`src/rtl/clk_lock_monitor_pkg.sv`:
```
// Shared constants for the clock lock monitor:
// FSM encoding, register map and CTRL bit positions.
package clk_lock_monitor_pkg;

  localparam logic [1:0] ST_WAIT_LOCK = 2'd0;
  localparam logic [1:0] ST_SETTLE    = 2'd1;
  localparam logic [1:0] ST_RUN       = 2'd2;
  localparam logic [1:0] ST_FAULT     = 2'd3;

  localparam logic [1:0] REG_STATUS   = 2'd0;
  localparam logic [1:0] REG_LOSS_CNT = 2'd1;
  localparam logic [1:0] REG_CTRL     = 2'd2;
  localparam logic [1:0] REG_IRQ      = 2'd3;

  localparam int CTRL_IRQ_EN     = 0;
  localparam int CTRL_RECOVER    = 1;
  localparam int CTRL_FORCE_HOLD = 2;

  function automatic logic [7:0] sat_inc8(
    input logic [7:0] v
  );
    return (v == 8'hFF) ? v : v + 8'd1;
  endfunction

endpackage

```
`src/rtl/clk_lock_monitor_lock_sync.sv`:
```
// Two-flop synchroniser per lock bit plus
// registered previous value for falling-edge detect.
module lock_sync #(
  parameter int W = 3
) (
  input  logic         clk,
  input  logic         rst,
  input  logic [W-1:0] async_i,
  output logic [W-1:0] lk_o,
  output logic [W-1:0] fall_o
);

  logic [W-1:0] meta_q, meta_d;
  logic [W-1:0] sync_q, sync_d;
  logic [W-1:0] prev_q, prev_d;

  always_comb begin
    meta_d = async_i;
    sync_d = meta_q;
    prev_d = sync_q;
  end

  always_ff @(posedge clk) begin
    if (rst) begin
      meta_q <= '0;
      sync_q <= '0;
      prev_q <= '0;
    end else begin
      meta_q <= meta_d;
      sync_q <= sync_d;
      prev_q <= prev_d;
    end
  end

  assign lk_o   = sync_q;
  assign fall_o = prev_q & ~sync_q;

endmodule

```
`src/rtl/clk_lock_monitor.sv`:
```
// Wishbone lock supervisor: settle sequencing,
// per-source loss counters and maskable loss IRQ.
module clk_lock_monitor
  import clk_lock_monitor_pkg::*;
#(
  parameter int N_LOCK        = 3,
  parameter int STABLE_CYCLES = 1024,
  parameter int AUTO_RECOVER  = 0
) (
  input  logic              wb_clk_i,
  input  logic              wb_rst_i,
  input  logic [N_LOCK-1:0] lock_async_i,
  input  logic [1:0]        wb_adr_i,
  input  logic [31:0]       wb_dat_i,
  input  logic              wb_we_i,
  input  logic              wb_cyc_i,
  input  logic              wb_stb_i,
  output logic [31:0]       wb_dat_o,
  output logic              wb_ack_o,
  output logic              sys_ready_o,
  output logic              ddr2_hold_o,
  output logic              irq_o
);

  localparam int CW = $clog2(STABLE_CYCLES);
  localparam logic [CW-1:0] CNT_LAST =
    CW'(STABLE_CYCLES - 1);

  logic [N_LOCK-1:0] lk;
  logic [N_LOCK-1:0] fall;
  logic              all_lk;

  lock_sync #(.W(N_LOCK)) u_sync (
    .clk     (wb_clk_i),
    .rst     (wb_rst_i),
    .async_i (lock_async_i),
    .lk_o    (lk),
    .fall_o  (fall)
  );

  assign all_lk = &lk;

  logic [1:0]    state_q, state_d;
  logic [CW-1:0] cnt_q, cnt_d;
  logic          ready_q, ready_d;
  logic          ack_q, ack_d;
  logic          irq_q, irq_d;
  logic          irq_en_q, irq_en_d;
  logic          hold_q, hold_d;
  logic [N_LOCK-1:0][7:0] loss_q, loss_d;

  logic bus_ack, wr;
  logic wr_loss, wr_ctrl, wr_irq;
  logic recover, set_irq;
  logic [31:0] rdata;
  logic unused_dat;

  // A dropped cyc/stb kills an ack already in flight.
  assign bus_ack = ack_q & wb_cyc_i & wb_stb_i;
  assign wr      = bus_ack & wb_we_i;
  assign wr_loss = wr & (wb_adr_i == REG_LOSS_CNT);
  assign wr_ctrl = wr & (wb_adr_i == REG_CTRL);
  assign wr_irq  = wr & (wb_adr_i == REG_IRQ);
  assign recover = wr_ctrl & wb_dat_i[CTRL_RECOVER];
  assign unused_dat = ^wb_dat_i[31:3];

  always_comb begin
    state_d = state_q;
    cnt_d   = cnt_q;
    set_irq = 1'b0;
    unique case (state_q)
      ST_WAIT_LOCK: begin
        if (all_lk) begin
          state_d = ST_SETTLE;
          cnt_d   = '0;
        end
      end
      ST_SETTLE: begin
        if (!all_lk) begin
          state_d = ST_WAIT_LOCK;
        end else if (cnt_q == CNT_LAST) begin
          state_d = ST_RUN;
        end else begin
          cnt_d = cnt_q + 1'b1;
        end
      end
      ST_RUN: begin
        if (!all_lk) begin
          state_d = ST_FAULT;
          set_irq = 1'b1;
        end
      end
      ST_FAULT: begin
        if (AUTO_RECOVER != 0 || recover) begin
          state_d = ST_WAIT_LOCK;
        end
      end
    endcase
  end

  always_comb begin
    ready_d  = (state_d == ST_RUN);
    ack_d    = wb_cyc_i & wb_stb_i & ~ack_q;
    irq_d    = irq_q;
    irq_en_d = irq_en_q;
    hold_d   = hold_q;
    if (wr_irq && wb_dat_i[0]) begin
      irq_d = 1'b0;
    end
    if (set_irq) begin
      irq_d = 1'b1;
    end
    if (wr_ctrl) begin
      irq_en_d = wb_dat_i[CTRL_IRQ_EN];
      hold_d   = wb_dat_i[CTRL_FORCE_HOLD];
    end
  end

  // A clear coinciding with a loss leaves a count of one.
  always_comb begin
    loss_d = loss_q;
    for (int i = 0; i < N_LOCK; i++) begin
      if (wr_loss) begin
        loss_d[i] = {7'd0, fall[i]};
      end else if (fall[i]) begin
        loss_d[i] = sat_inc8(loss_q[i]);
      end
    end
  end

  always_comb begin
    rdata = '0;
    unique case (wb_adr_i)
      REG_STATUS: begin
        rdata[N_LOCK-1:0] = lk;
        rdata[9:8]        = state_q;
        rdata[16]         = ready_q;
      end
      REG_LOSS_CNT: begin
        for (int i = 0; i < N_LOCK; i++) begin
          rdata[8*i +: 8] = loss_q[i];
        end
      end
      REG_CTRL: begin
        rdata[CTRL_IRQ_EN]     = irq_en_q;
        rdata[CTRL_FORCE_HOLD] = hold_q;
      end
      REG_IRQ: begin
        rdata[0] = irq_q;
      end
    endcase
  end

  always_ff @(posedge wb_clk_i) begin
    if (wb_rst_i) begin
      state_q  <= ST_WAIT_LOCK;
      cnt_q    <= '0;
      ready_q  <= 1'b0;
      ack_q    <= 1'b0;
      irq_q    <= 1'b0;
      irq_en_q <= 1'b0;
      hold_q   <= 1'b0;
      loss_q   <= '0;
    end else begin
      state_q  <= state_d;
      cnt_q    <= cnt_d;
      ready_q  <= ready_d;
      ack_q    <= ack_d;
      irq_q    <= irq_d;
      irq_en_q <= irq_en_d;
      hold_q   <= hold_d;
      loss_q   <= loss_d;
    end
  end

  assign wb_ack_o    = bus_ack;
  assign wb_dat_o    = bus_ack ? rdata : 32'd0;
  assign sys_ready_o = ready_q;
  assign ddr2_hold_o = (state_q != ST_RUN) | hold_q;
  assign irq_o       = irq_q & irq_en_q;

endmodule

```
`config.mk`:
```
export PLATFORM = sky130hd
export DESIGN_NAME = clk_lock_monitor
export DESIGN_NICKNAME = d
export VERILOG_FILES = /design/src/rtl/clk_lock_monitor_pkg.sv /design/src/rtl/clk_lock_monitor_lock_sync.sv /design/src/rtl/clk_lock_monitor.sv
export SDC_FILE = /design/constraint.sdc
export NUM_CORES = 1
export LEC_CHECK = 0
export ABC_AREA = 0
export CAP_MARGIN = 20
export CORE_MARGIN = 3
export CORE_UTILIZATION = 57
export DETAILED_ROUTE_END_ITERATION = 10
export DONT_BUFFER_PORTS = 1
export PLACE_DENSITY = 0.85
export SYNTH_ARGS = -nofsm -noshare
export SYNTH_HDL_FRONTEND = slang
export SYNTH_SLANG_ARGS = --single-unit
```
`constraint.sdc`:
```
create_clock -name wb_clk_i -period 1.5 [get_ports wb_clk_i]
set_clock_uncertainty 0.05 [all_clocks]
set_input_delay 0.15 -clock wb_clk_i [delete_from_list [all_inputs] [get_ports wb_clk_i]]
set_output_delay 0.15 -clock wb_clk_i [all_outputs]
set_load 0.1 [all_outputs]
```
==> impl_metrics.py, run 1 <==
metrics = {
    "placement": {
        "gp_congestion": 0.949,
        "io_buffer_count": 0,
        "placed_cells": 395,
        "dpl.hpwl_mm": 5.04,
    },
    "logic_synthesis": {
        "syn_area_um2": 2570,
        "syn_inst": 292,
        "synth-seq-cells": 50,
        "synth_warnings": 0,
        "synthFlopType": "dfxtp_1",
        "ys_async_sr_fraction_pct": 0,
        "synth_edf_count": 0,
        "ys_seq_area_share_pct": 38.9,
        "syn-mean-instance-area_um2": 8.81,
        "synth_cell_types": 49,
    },
    "cts": {
        "cts_max_level": 2,
        "root_buffer": "clkbuf_8",
        "clk_path_buf_depth": 2,
        "cts_buffers": 5,
        "clock_sink_count": 50,
    },
    "run_status": {
        "run_status": "did not finish",
        "stop_error": "[ERROR DPL-0038] Utilization greater than 100%, impossible to legalize",
        "failing_step": "global routing",
    },
    "die": {
        "die_h_um": 73.2,
        "start_util_pct": 61.6,
        "rows": 23,
        "die_w_um": 73.2,
        "io_pins": 78,
    },
    "global_route": {
        "grt_max_degree": 28,
    },
    "timing": {
        "worst-ep-kind": "output port",
        "worst_endpoint": "wb_dat_o[0]",
    },
}
## what timing repair did
action,4_1_cts
pin swaps,19
buffers inserted,10
endpoints found under the setup margin,41
hold buffers,8
resized for setup,30
hold endpoints to repair,20
## metrics by stage
| step | setup TNS [ns] | cell area [um^2] | worst slack (ns) |
|---|---|---|---|
| 3_3_place_gp | -0.0908 | 3560 | -0.0456 |
| 4_1_cts | -3.79 | 3920 | -0.212 |
| 3_5_place_dp | -0.517 | 3560 | -0.120 |
| 2_1_floorplan | -0.750 | 2760 | -0.168 |
## synth_stat cells (5+ instances only)
master    number  area share, %
o21ai_0        7            1.4
or3_1          5            1.2
xor2_1         9            3.1
dfxtp_1       50             39
nand3_1       13            2.5
buf_4          8            2.3
nor3_1         5           0.97
and3_1        24            5.8
o211ai_1       5            1.5
mux2i_1       11            4.3
nor2b_1       13            3.2
nand4_1        5            1.2
xnor2_1        6            2.0
nand2_1       12            1.8
inv_1          6           0.88
a211oi_1       7            2.0
clkbuf_1      12            1.8
nor2_1        28            4.1
a21oi_1       15            2.9
## cells by family after synthesis
| group | Yosys count | synth area share (%) |
|---|---|---|
| buffers and inverters | 27 | 5.40 |
| adders and majority gates | 4 | 1.95 |
| xor gates and xnor gates | 15 | 5.11 |
| other | 1 | 0.146 |
| muxes | 12 | 5.16 |
| DFF | 50 | 38.9 |
| AOI/OAI and AO/OA | 55 | 14.9 |
| and+or+nand+nor | 128 | 28.4 |
==> run 2: changes to the inputs <==
Settings changed: CORE_UTILIZATION 57 to 40, PLACE_DENSITY 0.85 to default, PLACE_DENSITY_LB_ADDON from default to 0.15.
Clock period 1.5 ns to 2 ns, I/O delays scaled along.
==> run 2 against run 1 <==
The flow now finishes without violations. Synthesized cell count stayed put. Synthesized area stayed put.
==> impl_metrics.py, run 2 <==
metrics = {
    "run": {
        "maxCapViolCount": 0,
    },
    "logic_synthesis": {
        "ys_seq_area_share_pct": 38.9,
        "synth_top_cell_area_share_pct": 38.9,
        "ys_async_sr_fraction_pct": 0,
        "synth_area_leaders": "dfxtp_1 (39%), and3_1 (5.8%), mux2i_1 (4.3%)",
        "yosys-top-cells-count": "dfxtp_1 (50), nor2_1 (28), and3_1 (24)",
        "synth_warnings": 0,
        "synth-seq-cells": 50,
        "synth_top_cell_by_area": "dfxtp_1",
        "synthFlopType": "dfxtp_1",
        "synth_edf_count": 0,
        "synth.most_common_cell": "dfxtp_1",
        "syn_inst": 292,
        "syn-mean-instance-area_um2": 8.81,
        "syn_area_um2": 2570,
        "synth_cell_types": 49,
    },
    "pwr": {
        "power_density_nw_per_um2": 549,
        "p_leak_nw": 1.29,
        "swShare_pct": 24.2,
        "switchingPower_mw": 0.443,
        "internal_power_mw": 1.39,
        "power_mw": 1.83,
        "power_frac_comb_pct": 7.6,
        "peakVddDrop_mv": 0.281,
        "p_seq_share_pct": 55.2,
        "clkPwrFrac_pct": 37.2,
    },
    "worst_hold_path": {
        "hold_depth": 3,
        "min_path_type": "in -> reg",
    },
    "finish": {
        "fin_util_pct": 55.2,
        "layout.cells.non_filler": 406,
        "largest_reg_flops": 24,
        "drive_above_1_share_pct": 17.8,
        "fin_nets": 376,
        "top_regs": "loss_q (24), cnt_q (10)",
        "final_common_cell": "dfxtp_1",
        "n_antenna_cell": 0,
        "layout_common_cells": "dfxtp_1 (50), and3_1 (24), nor2_1 (23)",
        "final_area_um2": 3340,
        "area_growth_pct": 30.0,
        "largest-register": "loss_q",
    },
    "placement": {
        "dpl.hpwl_mm": 4.05,
        "dpl_cell_area_um2": 3140,
        "gp_congestion": 0.806,
        "placed_cells": 390,
        "pre_cts_ws_ns": 0.202,
        "io_buffer_count": 0,
    },
    "routing": {
        "drt_iter0_markers": 69,
        "vias": 2231,
        "detail-route-antenna-nets": 0,
        "drt_wl_total_mm": 5.77,
        "routedWlPerCell_um": 14.2,
        "avgViaCountPerCell": 5.50,
        "firstDrtPassIters": 4,
        "drc_errors": 0,
    },
    "timing": {
        "fmax_mhz": 535,
        "min_period_ns": 1.87,
        "finalHoldViolCount": 0,
        "slew_headroom_pct": 48.2,
        "min_period_over_period_pct": 93.5,
        "setup_viol": 0,
        "worst_slack_ns": 0.130,
        "worstMarginPinSlew_ns": 0.775,
        "hold_ws_ns": 0.0891,
        "rsz0062_at_grt": "no",
        "finalMaxSlewViolations": 0,
        "tns_ns": 0,
    },
    "cts": {
        "clk_path_buf_depth": 2,
        "clock_sink_count": 50,
        "cts_tree": "built",
        "clkLatencyLatePin_ns": 0.30,
        "root_buffer": "clkbuf_8",
        "cts_max_level": 2,
        "post-cts-setup-buffers": 0,
        "cts_buffers": 5,
        "cts.clk_slew.worst_paths_ns": 0.09,
    },
    "global_route": {
        "busiest_layer": "met2",
        "grt_overflow": 0,
        "grt_max_degree": 28,
        "antenna_found_initial": 0,
        "grt_pass1_vias": 2118,
        "grt_use_met3_pct": 4.75,
        "grt_pass1_wl_mm": 9.78,
        "met2_usage_pct": 27.0,
        "gr-usage-all-layers_pct": 16.3,
        "use_met1_pct": 20.9,
    },
    "setup_path": {
        "critical_path_required_ns": 2.19,
        "critPathTopFamily": "simple AND/OR/NAND/NOR gates",
        "cp_num_buf_inv": 1,
        "cp_slowest_stage_delay_ns": 0.46,
        "cp.depth": 6,
        "crit_arrival_ns": 2.06,
        "critPathLaunchType": "register",
        "cp-end-kind": "register",
        "path_cells": "ha_1 > nand3_1 > o31ai_2 > buf_4 > or4_1 > a21oi_1",
        "reg2reg_depth": 6,
        "slowest_stage": "or4_1",
        "path_max_fanout": 6,
        "critPathKind": "reg -> reg",
    },
    "die": {
        "rows": 28,
        "die_w_um": 86.2,
        "die-area_um2": 7430,
        "start_util_pct": 42.4,
        "die_h_um": 86.2,
        "io_pins": 78,
        "core_um2": 6060,
    },
    "run_status": {
        "run_status": "completed",
    },
}
run 2: cell families (layout without fill, tap and decap cells):
group           after synthesis  count (layout)  synth area share, %
mux                          12              12                 5.16
other cells                   1               8                0.146
flops                        50              50                 38.9
xor+xnor                     15              15                 5.11
buf+inv                      27              59                 5.40
fa+ha+maj                     4               4                 1.95
compound gates               55              55                 14.9
simple gates                128             128                 28.4
run 2: path summary, 6_finish.rpt:
check,endpoint,from,slack (ns)
hold / removal,irq_q,wb_dat_i[0],0.09
hold reg to reg,u_sync.lk_o[0],u_sync.meta_q[0],0.39
setup / recovery,cnt_q[8],cnt_q[0],0.13
setup reg to reg,cnt_q[8],cnt_q[0],0.13
run 2: what timing repair did:
action	4_1_cts	5_1_grt
hold endpoints to repair	20	1
setup endpoints to repair	0	3
resized for setup	0	2
hold buffers	7	1
run 2: cell type report:
class                      instances  area, um^2
clock buffer                       8         110
fill                             538        2720
inverter                           6        22.5
multi-input combinational        222        1480
sequential                        50        1000
tap                               75        93.8
timing repair buffer              45         633
run 2: per-layer routing:
metal / up-vias / routed length, um
li1: 1143 / -
met1: 1034 / 2830
met2: 48 / 2650
met3: 6 / 244
met4: 0 / 56
met5: - / 0
run 2: power by group through the flow:
stage	logic (mW)	registers [mW]	clock network, mW
6_report	0.139	1.01	0.683
5_1_grt	0.149	1.01	0.750
4_1_cts	0.138	1.01	0.699
2_1_floorplan	0.131	1.03	0
3_5_place_dp	0.121	1.04	0
3_3_place_gp	0.119	1.04	0
run 2: worst reg2reg max path, stage by stage, from the launching register on:
cell,delay (ns)
dfxtp_1,0.37
ha_1,0.29
nand3_1,0.20
o31ai_2,0.12
buf_4,0.17
or4_1,0.46
a21oi_1,0.15
No activity file was read; power rests on OpenSTA's default activity.
==> run 3: changes to the inputs <==
Settings changed: PLACE_DENSITY_LB_ADDON 0.15 to 0.08, SLEW_MARGIN from default to 20.
==> run 3 against run 2 <==
Setup slack got worse by 0.0039 ns. Global-route usage up 0.14 points. Routed wire length down 1.1%. Largest cell class unchanged. Cell count up 0.25%. Core utilization down 0.39 points. Via count down 1.5%. Hold slack got worse by 0.035 ns. Critical endpoint is now wb_dat_o[0]. Highest routed layer unchanged. Design area fell by 0.71%.
==> impl_metrics.py, run 3 (same netlist as run 2, synthesis figures left out) <==
metrics = {
    "run_status": {
        "run_status": "completed",
    },
    "timing": {
        "fmax_mhz": 534,
        "setup_viol": 0,
        "rsz0062_at_grt": "no",
        "worstMarginPinSlew_ns": 0.737,
        "finalMaxSlewViolations": 0,
        "min_period_ns": 1.87,
        "slew_headroom_pct": 50.7,
        "worst_slack_ns": 0.126,
        "finalHoldViolCount": 0,
        "min_period_over_period_pct": 93.7,
    },
    "global_route": {
        "grt_pass1_vias": 2102,
        "antenna_found_initial": 0,
        "grt_pass1_wl_mm": 9.83,
        "grt_max_degree": 28,
        "grt_overflow": 0,
        "gr-usage-all-layers_pct": 16.4,
    },
    "finish": {
        "n_antenna_cell": 0,
        "final_common_cell": "dfxtp_1",
        "top_regs": "loss_q (24), cnt_q (10)",
        "layout.cells.non_filler": 407,
        "layout_common_cells": "dfxtp_1 (50), and3_1 (24), nor2_1 (23)",
        "largest_reg_flops": 24,
        "area_growth_pct": 29.1,
        "largest-register": "loss_q",
        "fin_util_pct": 54.8,
        "drive_above_1_share_pct": 17.2,
        "fin_nets": 378,
    },
    "pwr": {
        "switchingPower_mw": 0.430,
        "swShare_pct": 25.1,
        "p_leak_nw": 1.29,
        "power_mw": 1.71,
        "power_density_nw_per_um2": 516,
        "p_seq_share_pct": 59.1,
        "peakVddDrop_mv": 0.359,
        "internal_power_mw": 1.28,
        "power_frac_comb_pct": 8.1,
        "clkPwrFrac_pct": 32.8,
    },
    "cts": {
        "root_buffer": "clkbuf_8",
        "clock_sink_count": 50,
        "cts_tree": "built",
        "cts_buffers": 5,
        "clk_path_buf_depth": 2,
        "cts_max_level": 2,
        "cts.clk_slew.worst_paths_ns": 0.09,
        "clkLatencyLatePin_ns": 0.30,
    },
    "routing": {
        "drt_wl_total_mm": 5.71,
        "routedWlPerCell_um": 14.0,
        "vias": 2198,
        "drc_errors": 0,
        "detail-route-antenna-nets": 0,
        "avgViaCountPerCell": 5.40,
        "firstDrtPassIters": 4,
        "drt_iter0_markers": 57,
    },
    "setup_path": {
        "critPathKind": "reg -> out",
        "cp-end-kind": "output pin",
        "critPathLaunchType": "register",
        "path_max_fanout": 5,
        "crit_arrival_ns": 1.62,
        "critical_path_required_ns": 1.75,
    },
    "die": {
        "die_h_um": 86.2,
        "start_util_pct": 42.4,
        "core_um2": 6060,
        "die-area_um2": 7430,
        "die_w_um": 86.2,
        "rows": 28,
        "io_pins": 78,
    },
    "placement": {
        "dpl.hpwl_mm": 4.14,
        "gp_congestion": 0.844,
        "placed_cells": 392,
        "pre_cts_ws_ns": 0.216,
        "io_buffer_count": 0,
    },
    "run": {
        "maxCapViolCount": 0,
    },
    "worst_hold_path": {
        "min_path_type": "in -> reg",
    },
}
[run 3: cell count changes in the layout (fill, tap and decap cells not counted), sizes merged]
cell    before  now
clkbuf       8    7
buf         37   39
[run 3: worst max-delay path, stage by stage (launching register included)]
cell	delay, ns
dfxtp_1	0.32
buf_4	0.14
mux4_2	0.46
nor2b_2	0.17
buf_4	0.23
[run 3: per-layer routing]
layer  share of wire [%]  GRT usage, %  up-vias
met5                   0             0        -
met3                 5.7          4.85        5
met1                  48          21.2     1005
li1                    -             -     1137
met2                  45          26.7       51
met4                 1.2          4.67        0
[run 3: timing repair]
action,in CTS,in global routing
gates resized for setup,0,1
endpoints found under the hold margin,20,0
hold buffers,8,0
endpoints found under the setup margin,0,2
setup buffers,0,0
[run 3: worst paths after layout]
check	cells after the start	to	slack (ns)	start
worst min-delay path	3	cnt_q[5]	0.05	wb_rst_i
worst max register to register	4	cnt_q[8]	0.22	state_q[1]
worst max-delay path	4	wb_dat_o[0]	0.13	u_sync.lk_o[0]
worst min register to register	1	u_sync.lk_o[0]	0.39	u_sync.meta_q[0]
[run 3: power by group through the flow]
stage	combinational [mW]	sequential, mW	clock, mW
final	0.139	1.01	0.563
after global routing	0.148	1.01	0.625
after CTS	0.139	1.01	0.582
after detailed placement	0.121	1.04	0
after global placement	0.120	1.04	0
after floorplan	0.131	1.03	0
[run 3: metrics by stage]
stage | hold slack, ns | instance area (um^2) | setup TNS [ns]
floorplan | 0.228 | 2600 | -1.37
global placement | 0.223 | 3160 | 0
detailed placement | 0.225 | 3160 | 0
CTS | 0.0492 | 3310 | 0
global route | 0.0592 | 3320 | 0
finish | 0.0537 | 3320 | 0
[run 3: layout make-up]
type	count	area, um^2
fillers	550	2740
multi-input cells	222	1480
flip-flops and latches	50	1000
repair buffers	47	648
well taps	75	93.8
clock buffers	7	76.3
inverters	6	22.5
==> run 4: changes to the inputs <==
Settings changed: ABC_AREA 0 to 1, TNS_END_PERCENT from default to 20.
==> run 4 against run 3 <==
Non-clock buffer count shrank 10. Critical path depth is the same. Critical endpoint is now ddr2_hold_o. Die area grew 8.7%. Register-to-register slack gained 0.03 ns. Flip-flop and latch count is the same. Largest cell class unchanged. Synthesized cell count grew 47%. Hold slack lost 0.036 ns. Synthesized area grew 9.4%. First-iteration DRC count grew 140%. Critical path type unchanged. Combinational power grew 67%. Sequential share of layout area shrank 3.7 points.
==> impl_metrics.py, run 4 <==
metrics = {
    "setup_path": {
        "critical_path_required_ns": 1.75,
        "slowest_stage": "or2_2",
        "path_cells": "inv_1 > nor2_1 > inv_1 > or2_2",
        "critPathKind": "reg -> out",
        "crit_path_start": "state_q[1]",
        "critPathLaunchType": "register",
        "cp_slowest_stage_delay_ns": 0.51,
        "cp-end-kind": "output pin",
        "critPathTopFamily": "simple AND/OR/NAND/NOR gates",
        "r2r_start": "loss_q[0]",
        "crit_arrival_ns": 1.56,
        "cp_num_buf_inv": 2,
        "path_max_fanout": 7,
        "worst_path_most_repeated_cell": "inv_1",
    },
    "routing": {
        "wl_met1_mm": 3.10,
        "drc_errors": 0,
        "avgViaCountPerCell": 4.87,
        "top_layer_used": "met4",
        "wl_met2_mm": 3.09,
        "firstDrtPassIters": 4,
        "drt_wl_total_mm": 6.72,
        "drt_iter0_markers": 135,
        "vias": 2724,
        "met3_length_um": 448,
        "detail-route-antenna-nets": 0,
        "routedWlPerCell_um": 12.0,
    },
    "run_status": {
        "run_status": "completed",
    },
    "cts": {
        "root_buffer": "clkbuf_8",
        "clock_sink_count": 50,
        "post-cts-setup-buffers": 0,
        "clkLatencyLatePin_ns": 0.32,
        "cts_max_level": 2,
        "clk_path_buf_depth": 2,
        "cts_buffers": 5,
        "cts.clk_slew.worst_paths_ns": 0.09,
        "cts_tree": "built",
    },
    "finish": {
        "top_regs": "loss_q (24), cnt_q (10)",
        "final_common_cell": "nand2_1",
        "final_area_um2": 3780,
        "n_antenna_cell": 0,
        "drive_above_1_share_pct": 17.6,
        "fin_nets": 511,
        "area_growth_pct": 34.6,
        "fillers": 612,
        "largest_reg_flops": 24,
        "layout_common_cells": "nand2_1 (103), inv_1 (59), nor2_1 (54)",
        "largest-register": "loss_q",
    },
    "timing": {
        "min_period_over_period_pct": 90.7,
        "worst_slack_ns": 0.186,
        "rsz0062_at_grt": "no",
        "setup_viol": 0,
        "finalMaxSlewViolations": 0,
        "finalHoldViolCount": 0,
        "worstMarginPinSlew_ns": 0.778,
        "slew_headroom_pct": 48.0,
        "fmax_mhz": 551,
        "min_period_ns": 1.81,
        "hold_ws_ns": 0.0179,
    },
    "placement": {
        "gp_congestion": 0.837,
        "io_buffer_count": 0,
        "dpl_cell_area_um2": 3610,
        "pre_cts_ws_ns": 0.314,
        "dpl.hpwl_mm": 5.06,
    },
    "pwr": {
        "power_mw": 2.00,
        "p_leak_nw": 1.61,
        "power_density_nw_per_um2": 528,
        "peakVddDrop_mv": 0.400,
    },
    "logic_synthesis": {
        "syn-mean-instance-area_um2": 6.57,
        "synth_top_cell_area_share_pct": 35.6,
        "ys_seq_area_share_pct": 35.6,
        "synth_edf_count": 0,
        "synth.most_common_cell": "nand2_1",
        "synth-seq-cells": 50,
        "ys_async_sr_fraction_pct": 0,
        "synth_warnings": 0,
        "synth_cell_types": 32,
        "synthFlopType": "dfxtp_1",
        "synth_area_leaders": "dfxtp_1 (36%), nand2_1 (14%), inv_1 (7.9%)",
        "syn_inst": 428,
        "syn_area_um2": 2810,
        "synth_top_cell_by_area": "dfxtp_1",
        "yosys-top-cells-count": "nand2_1 (103), inv_1 (59), nor2_1 (56)",
    },
    "worst_hold_path": {
        "min_path_type": "in -> reg",
        "min_from": "wb_dat_i[2]",
    },
    "die": {
        "die_w_um": 89.9,
        "die-area_um2": 8070,
        "io_pins": 78,
        "start_util_pct": 42.8,
        "rows": 29,
        "die_h_um": 89.9,
        "core_um2": 6570,
    },
    "run": {
        "maxCapViolCount": 0,
    },
    "global_route": {
        "grt_overflow": 0,
        "grt_max_degree": 23,
        "antenna_found_initial": 0,
        "gr-usage-all-layers_pct": 16.9,
        "grt_pass1_wl_mm": 11.4,
        "grt_pass1_vias": 2463,
    },
}
==> run 4: final timing paths <==
kind              slack (ns)  cells after the start        endpoint
setup / recovery        0.19                      4     ddr2_hold_o
hold / removal          0.02                      2          hold_q
setup reg to reg        0.25                      8       loss_q[0]
hold reg to reg         0.36                      2  u_sync.lk_o[0]
==> run 4: layout make-up <==
type	instances	area, um^2	share of cell area, %
Multi-Input combinational cell	307	1720	45.5
Clock inverter	3	43.8	1.16
Sequential cell	50	1000	26.4
Inverter	64	240	6.35
Clock buffer	5	68.8	1.82
Tap cell	93	116	3.07
Timing Repair Buffer	37	593	15.7
==> run 4: per-stage QoR <==
step           utilization [%]  setup TNS (ns)  std cells
2_1_floorplan                -           -6.29        435
3_3_place_gp              55.0               0        545
3_5_place_dp              55.0               0        545
4_1_cts                   57.6               0        559
5_1_grt                   57.6               0        559
6_report                  57.6               0        559
==> run 4: routing by layer <==
layer	GRT usage (%)	vias up
met5	0	-
met4	4.21	0
met3	4.09	8
met2	28.0	81
met1	22.2	1223
li1	-	1412
==> run 4: report_power, final <==
group	internal, mW	switching [mW]	leakage (nW)	total [mW]
registers	1.01	0.0181	0.405	1.03
clock network	0.375	0.358	0.0585	0.734
logic	0.0438	0.188	1.14	0.232
total	1.43	0.564	1.61	2.00
==> run 4: logic make-up (layout without fill, tap and decap cells) <==
group                      after synthesis  after routing  synth area share (%)
adders and majority gates                4              4                  1.78
xor gates and xnor gates                14             14                  4.36
DFF                                     50             50                  35.6
and+or+nand+nor                        232            232                  36.7
AOI/OAI and AO/OA                       49             49                  9.74
other                                    1              8                 0.133
buffers and inverters                   78            109                  11.7
==> run 4: timing repair <==
item	in CTS	in global routing
endpoints found under the hold margin	20	0
hold buffers	6	0
resized for setup	0	0
